`config.mk`:
```
export PLATFORM = sky130hd
export DESIGN_NAME = fetch_unit
export DESIGN_NICKNAME = d
export VERILOG_FILES = /design/src/rtl/fetch_unit.sv
export SDC_FILE = /design/constraint.sdc
export NUM_CORES = 1
export LEC_CHECK = 0
export ABC_CLOCK_PERIOD_IN_PS = 3200
export CORE_UTILIZATION = 34
export CTS_BUF_LIST = sky130_fd_sc_hd__clkbuf_2 sky130_fd_sc_hd__clkbuf_4 sky130_fd_sc_hd__clkbuf_8
export DETAILED_ROUTE_END_ITERATION = 6
export GPL_TIMING_DRIVEN = 0
export PLACE_DENSITY = 0.69
export SLEW_MARGIN = 20
export SYNTH_ARGS = -nofsm -noshare
export SYNTH_HDL_FRONTEND = slang
export SYNTH_SLANG_ARGS = --single-unit
```
`constraint.sdc`:
```
create_clock -name CLK -period 3.2 [get_ports CLK]
set_input_delay 0.96 -clock CLK [delete_from_list [all_inputs] [get_ports CLK]]
set_output_delay 0.96 -clock CLK [all_outputs]
set_load 0.02 [all_outputs]
```
`src/rtl/fetch_unit.sv`:
```
// Instruction-fetch stage with IF/ID pipeline register and a one-entry skid
// buffer that keeps an instruction returned while the stage is stalled.
module fetch_unit #(
   parameter logic [31:0] PC_INIT = 32'h0
) (
   input  logic        CLK,
   input  logic        nRST,
   input  logic        ihit,
   input  logic [31:0] iload,
   output logic        iREN,
   output logic [31:0] iaddr,
   input  logic        pc_wen,
   input  logic        stall_ifid,
   input  logic        flush_ifid,
   input  logic        redirect_en,
   input  logic [31:0] redirect_pc,
   input  logic        dmem_busy,
   output logic [31:0] instr_id,
   output logic [31:0] pc_id,
   output logic [31:0] npc_id,
   output logic        valid_id,
   output logic        state_dbg_o
);

   localparam logic [0:0] ST_FETCH = 1'b0;
   localparam logic [0:0] ST_HOLD  = 1'b1;

   logic [0:0]  state_q, state_d;
   logic [31:0] pc_q, pc_d;
   logic [31:0] buf_instr_q, buf_instr_d;
   logic [31:0] buf_pc_q, buf_pc_d;
   logic [31:0] instr_id_q, instr_id_d;
   logic [31:0] pc_id_q, pc_id_d;
   logic [31:0] npc_id_q, npc_id_d;
   logic        valid_id_q, valid_id_d;
   logic [31:0] pc_plus4;

   // Handshake: a fetch completes on any rising edge where iREN and ihit are
   // both high and the stage is not frozen; there is no separate accept.
   assign iREN        = nRST & (state_q == ST_FETCH);
   assign iaddr       = pc_q;
   assign instr_id    = instr_id_q;
   assign pc_id       = pc_id_q;
   assign npc_id      = npc_id_q;
   assign valid_id    = valid_id_q;
   assign state_dbg_o = state_q[0];

   // In HOLD the PC is held at buf_pc, so pc_q + 4 also serves the buffer.
   assign pc_plus4 = pc_q + 32'd4;

   always_comb begin
      state_d     = state_q;
      pc_d        = pc_q;
      buf_instr_d = buf_instr_q;
      buf_pc_d    = buf_pc_q;
      instr_id_d  = instr_id_q;
      pc_id_d     = pc_id_q;
      npc_id_d    = npc_id_q;
      valid_id_d  = valid_id_q;

      if (dmem_busy) begin
         state_d = state_q;
      end else if (redirect_en) begin
         pc_d       = redirect_pc;
         instr_id_d = 32'h0;
         valid_id_d = 1'b0;
         state_d    = ST_FETCH;
      end else if (flush_ifid) begin
         instr_id_d = 32'h0;
         valid_id_d = 1'b0;
         state_d    = ST_FETCH;
      end else if (stall_ifid || !pc_wen) begin
         if (state_q == ST_FETCH && ihit) begin
            buf_instr_d = iload;
            buf_pc_d    = pc_q;
            state_d     = ST_HOLD;
         end
      end else if (state_q == ST_FETCH) begin
         if (ihit) begin
            instr_id_d = iload;
            pc_id_d    = pc_q;
            npc_id_d   = pc_plus4;
            valid_id_d = 1'b1;
            pc_d       = pc_plus4;
         end else begin
            instr_id_d = 32'h0;
            valid_id_d = 1'b0;
         end
      end else begin
         instr_id_d = buf_instr_q;
         pc_id_d    = buf_pc_q;
         npc_id_d   = pc_plus4;
         valid_id_d = 1'b1;
         pc_d       = pc_plus4;
         state_d    = ST_FETCH;
      end
   end

   always_ff @(posedge CLK or negedge nRST) begin
      if (!nRST) begin
         state_q     <= ST_FETCH;
         pc_q        <= PC_INIT;
         buf_instr_q <= 32'h0;
         buf_pc_q    <= 32'h0;
         instr_id_q  <= 32'h0;
         pc_id_q     <= 32'h0;
         npc_id_q    <= 32'h0;
         valid_id_q  <= 1'b0;
      end else begin
         state_q     <= state_d;
         pc_q        <= pc_d;
         buf_instr_q <= buf_instr_d;
         buf_pc_q    <= buf_pc_d;
         instr_id_q  <= instr_id_d;
         pc_id_q     <= pc_id_d;
         npc_id_q    <= npc_id_d;
         valid_id_q  <= valid_id_d;
      end
   end

endmodule
```
# After elaboration in Yosys (flattened, before gate mapping)
# Cells that the tools add are included.
totals:
  output_inout_bits: 131
  elab_cells: 50
  ff_bits: 194
  in_bits: 72
classes:
  eq_ne: 4
  n_mux: 21
  n_bitwise: 6
  n_reduce_logical: 10
  addsub: 1
ops:
  columns: ["cell", "n"]
  rows:
  - ["$mux W32", 12]
  - ["$add A32 B3 Y32 const B", 1]
  - ["$reduce_and A5 Y1", 2]
  - ["$mux W1", 9]
  - ["$not A1 Y1", 5]
  - ["$ne A4 B3 Y1 const B", 1]
  - ["$reduce_and A2 Y1", 2]
  - ["$reduce_and A4 Y1", 1]
  - ["$ne A3 B3 Y1 const B", 1]
  - ["$reduce_bool A3 Y1", 1]
  - ["$ne A2 B1 Y1 const B", 1]
  - ["$ne A2 B2 Y1 const B", 1]
  - ["$reduce_bool A2 Y1", 1]
  - ["$and A1 B1 Y1", 1]
  - ["$logic_and A1 B1 Y1", 1]
  - ["$logic_not A1 Y1", 1]
  - ["$logic_or A1 B1 Y1", 1]

# Depth between registers and ports, before layout
depth:
  depth_word: 6
  depth_mapped: 9
  depth_no_buf: 6

# Worst setup path before layout
# No wires, ideal clock.
synth_path:
  path_type: "input to register"
  from: "in stall_ifid"
  to: "reg pc_id_q[12] (netlist: pc_id[12])"
  t_arrival_ps: 2457
  path_stages: 8
  t_required_ps: 3065
  slack_ps: 608
  n_path_buf: 4
  path_cell_list: "or3b_4 or4_1 buf_2 buf_6 buf_6 buf_6 nand2_1 o21ai_0"
synth_between:
  elab_chain_cells: 3
synth_lines:
  columns: ["item", "line", "source"]
  rows:
  - ["from (decl)", "13", "input logic stall_ifid,"]
  - ["$logic_or A1 B1 Y1", "72", "end else if (stall_ifid || !pc_wen) begin"]
  - ["$not A1 Y1 (no source line)", null, null]
  - ["$reduce_and A5 Y1 (no source line)", null, null]
  - ["to (signal assigned)", "115", "pc_id_q <= pc_id_d;"]
  - ["to (decl)", "33", "logic [31:0] pc_id_q, pc_id_d;"]
# Every way passes these cells.
# A chain may end at the register's enable or synchronous reset.

# Worst setup path in the final report
layout_path:
  from: "reg state_q (netlist: state_dbg_o)"
  to: "out iREN"
layout_between:
  elab_chain_cells: 2
layout_lines:
  columns: ["item", "line", "source"]
  rows:
  - ["from (decl)", "28", "logic [0:0] state_q, state_d;"]
  - ["from (signal assigned)", "110", "state_q <= state_d;"]
  - ["$not A1 Y1", null, null]
  - ["$and A1 B1 Y1", "40", "assign iREN = nRST & (state_q == ST_FETCH);"]
  - ["to (decl)", "10", "output logic iREN,"]
# Every way passes these cells.

==> results <==
- The mapped netlist covers approximately 0.0085 mm^2.
- Cell internal power was estimated by the tool at between 0.004 and 0.005 W.
- The number of rows in the core area is between 50 and 60.
- The total overflow left after global routing is 0.
- The number of slew-limit violations in the final report is 0.
- The count of nets after finishing is roughly 1100.
- On the worst path, the slowest cell contributes a delay of between 0.5 and 0.6 ns.
- The H-tree was split into 4 levels.
- The sequential cell area fraction in the yosys report is 0.570.
- Setup repair after global routing left no endpoint under its margin.
- Using the TritonRoute via totals, the vias-per-cell ratio works out to about 5.
- The total setup buffers inserted after CTS is 0.
- The clock skew after layout is between 0.02 and 0.025 ns.
- The post-synthesis cell type count is around 40.
- The category of the worst setup path capture point is an output pin.
- The HPWL after detailed placement is 18100 um.
- The commonest cells after synthesis are dfrtp_1 (194), nand2_1 (126), o21ai_0 (98).
- Of the total power, registers draw 0.494.
- The count of antenna-violating nets left after detailed routing is 0.
- The post-detailed-placement cell area is between 0.01 and 0.015 mm^2.
- Clock-pin slew was measured on the worst setup and hold paths at 0.11 ns.
- The initial antenna violation count came to 0.
- The most common cell in the synthesized netlist is dfrtp_1.
- Before CTS, the worst setup slack after placement is -0.558 ns.
- The achievable frequency is around 0.33 GHz.
- The TritonCTS clock tree is done.
- The run finished with clean final reports.
- Detailed routing inserted a total of between 6000 and 7000 vias.
- The share of synthesized area in the top cell type comes to 0.570.
- The first global-routing pass estimated just under 40000 um of wire.
- The main flop type after synthesis is dfrtp_1.
- The total design power is roughly 0.0066 W.
- The initial utilization of the core area, before any placement, comes to 0.348.
- The proportion of register bits with asynchronous set or reset after synthesis is 1.00.
- Together, buffers and inverters on the worst path number 3.
- Of all cell types, the one taking the most synthesized area is dfrtp_1.
- Entering global routing, the biggest net connects 90 pins.
- In the final layout, the share of cells above drive strength 1 is 0.124.
- The critical path startpoint category is a register.
- Summed over all cells, the static leakage comes to between 4 and 5 nW.
- The area growth from synthesis to layout is 33.5%.
- The global-route usage over all layers is 0.200.
- Synthesis produced a netlist with a net count of 854.
- The required time of the critical path is around 2.2 ns.
- The clock passes through at most 2 buffers.
- The peak supply drop is between 200 and 250 uV.
- After technology mapping, the gate count stands at between 700 and 800.
- The placeable core area is around 0.024 mm^2.
- The dominant delay contributor by cell family on the critical path is buffers and inverters.
- The total of flip-flops plus latches after synthesis is slightly below 200.
- Walking the worst path, the cells encountered are clkbuf_1 -> buf_4 -> nor2b_1 -> clkdlybuf4s50_1.
- The number of warnings reported in the yosys synthesis log is 0.
- Of the total power, the share spent switching nets is 0.335.
- The horizontal die dimension is between 150 and 200 um.
- The cell at the root of the clock tree is clkbuf_8.
- The post-synthesis average cell area is 10.9 um^2.
- The number of buffers created by CTS is 17.
- For the worst-skew pair, the clock arrives at the later sink with an insertion delay of 0.49 ns.
- For this design the total switching power over the nets is approximately 0.0022 W.
- The number of global-route vias before repair was 6928.
- Of all nets on the critical path, the largest fanout is 19.
- The start-to-end type of the worst setup path is register to output pin.
- The first TritonRoute pass finished after 5 iterations.
- The repair_antennas step left the layout with diodes totalling 0.
- Setup slack on the worst reg-to-reg path comes out at 0.72 ns.
- The cell with the biggest individual delay on the critical path is clkdlybuf4s50_1.
- The actual transition at the worst max-transition pin is between 0.8 and 0.9 ns.
- The number of enable flip-flop cells after synthesis is 0.
- Measured along the y axis, the die boundary spans 160 um.
- The average detailed-routed wire length per instance is 18.7 um.
- For this design, the sink count on the clock tree is ~190.
- The time the final worst path needs with I/O delays and setup is between 2 and 3 ns.
- The die footprint is approximately 0.026 mm^2.
- The total DRC errors in the routed layout is 0.
- The final hold violation count is 0.
- The share of total power in the clock network is 0.236.
- Setup violations remaining at the end of the flow were counted as 0.
- The class of the most critical hold timing path is input port to async pin.
- The area of all placed cells without fillers is 0.0114 mm^2.
- Fill cells in the final layout number 2295.
- The tool flagged a number of max-cap violations equal to 0.
- The post-detailed-routing wire length is around 25000 um.
- The worst slew margin relative to its limit is 0.401.
- Of the total power, combinational logic draws 0.270.
- The final worst slack is 0.206 ns.
- Port buffering added about 200 buffers.
- approximately 200 I/O pins were placed.
- The final critical-path share of the clock period is 0.936.
- The number of violations reported at the end of detailed-routing iteration 0 is ~450.
- The power per standard cell area is slightly below 600 mW/mm^2.
- At the end of routability-driven placement, the weighted congestion stood at 0.844.
- Yosys attributes the largest share of cell area to dfrtp_1 (57%), mux2_2 (8.5%), o21ai_0 (5.8%).
- The signal arrival time at the worst endpoint is a little over 2 ns.
==> logic make-up (layout without fill, tap and decap cells) <==
logic type,count (synthesis),in the layout,synth area share
buffers and inverters,67,301,0.0407
adder cells (fa/ha/maj),1,1,0.00147
XOR/XNOR,28,28,0.0288
multiplexers,96,96,0.122
AO/OA/AOI/OAI,193,193,0.131
flip-flops,194,194,0.570
AND/OR/NAND/NOR,202,202,0.106
==> what timing repair did <==
item / CTS / global route
setup endpoints to repair: 13 / 0
resized for setup: 3 / 0
hold buffers: 0 / 0
==> registers in the layout (all words and copies together) (netlist names) <==
| register | flops |
|---|---|
| state_dbg_o | 1 |
| npc_id | 32 |
| valid_id | 1 |
| buf_instr_q | 32 |
| pc_id | 32 |
| iaddr | 32 |
| instr_id | 32 |
| buf_pc_q | 32 |
==> layout make-up <==
class                      count  area (um^2)  share of cell area
inverter                       5         18.8             0.00165
multi-input combinational    520         3310               0.292
timing repair buffer         203         2070               0.182
buffer                        61          329              0.0289
sequential                   194         4850               0.427
clock buffer                  17          234              0.0206
clock inverter                15          140              0.0123
tap                          324          405              0.0357
==> worst reg2reg max path, stage by stage (launching register included) <==
cell	delay, ns
dfrtp_1	0.39
buf_2	0.22
nand4_1	0.19
nor3_1	0.68
buf_2	0.35
nand4_1	0.18
xor2_1	0.23
o21ai_0	0.11
==> per-layer routing <==
metal  global-route usage  vias up  wire (um)
met4               0.0706        0        541
met3               0.0356       33       1220
li1                     -     3187          -
met5                    0        -          0
met2                0.328      225      12100
met1                0.264     3400      11300
==> final timing paths <==
path | to | startpoint | cells past startpoint
worst min-delay path | instr_id[16] | nRST | 1
min in group CLK | npc_id[0] | npc_id[0] | 2
worst max-delay path | iREN | state_dbg_o | 4
worst max register to register | npc_id[27] | iaddr[9] | 7
worst min register to register | npc_id[0] | npc_id[0] | 2
max in group asynchronous | iaddr[31] | nRST | 3
==> power by group through the flow <==
stage | combinational [W] | sequential, W | clock [W]
after CTS | 0.00181 | 0.00327 | 0.00161
after detailed placement | 0.00180 | 0.00332 | 0
final | 0.00179 | 0.00328 | 0.00157
after global routing | 0.00193 | 0.00334 | 0.00170
after floorplan | 0.000650 | 0.00354 | 0
after global placement | 0.00176 | 0.00330 | 0
==> placed cells by master (no fill, tap or decap), types with 5 or more instances in the layout <==
master and count:
clkdlybuf4s50_1 200, dfrtp_1 194, nand2_1 126, o21ai_0 98, mux2_2 64, a22oi_1 36, clkbuf_1 33, mux2i_1 32
a21oi_1 22, nor2_1 17, o21ai_1 17, xor2_1 17, clkbuf_8 17, nand3_1 13, xnor2_1 11, and3_1 11
buf_2 10, buf_6 10, nand4_1 10, o22ai_1 8, inv_8 6, inv_1 5
==> stage by stage <==
| stage | cells | TNS, ns | hold slack, ns | util |
|---|---|---|---|---|
| 6_report | 1339 | 0 | 0.293 | 0.465 |
| 5_1_grt | 1339 | 0 | 0.265 | 0.465 |
| 4_1_cts | 1339 | 0 | 0.272 | 0.465 |
| 3_5_place_dp | 1308 | -33.54 | 0.462 | 0.449 |
| 3_3_place_gp | 1306 | -1418.06 | 0.461 | 0.447 |
| 2_1_floorplan | 781 | 0 | 0.480 | - |
Note: power is estimated with default switching activity, not from simulation.
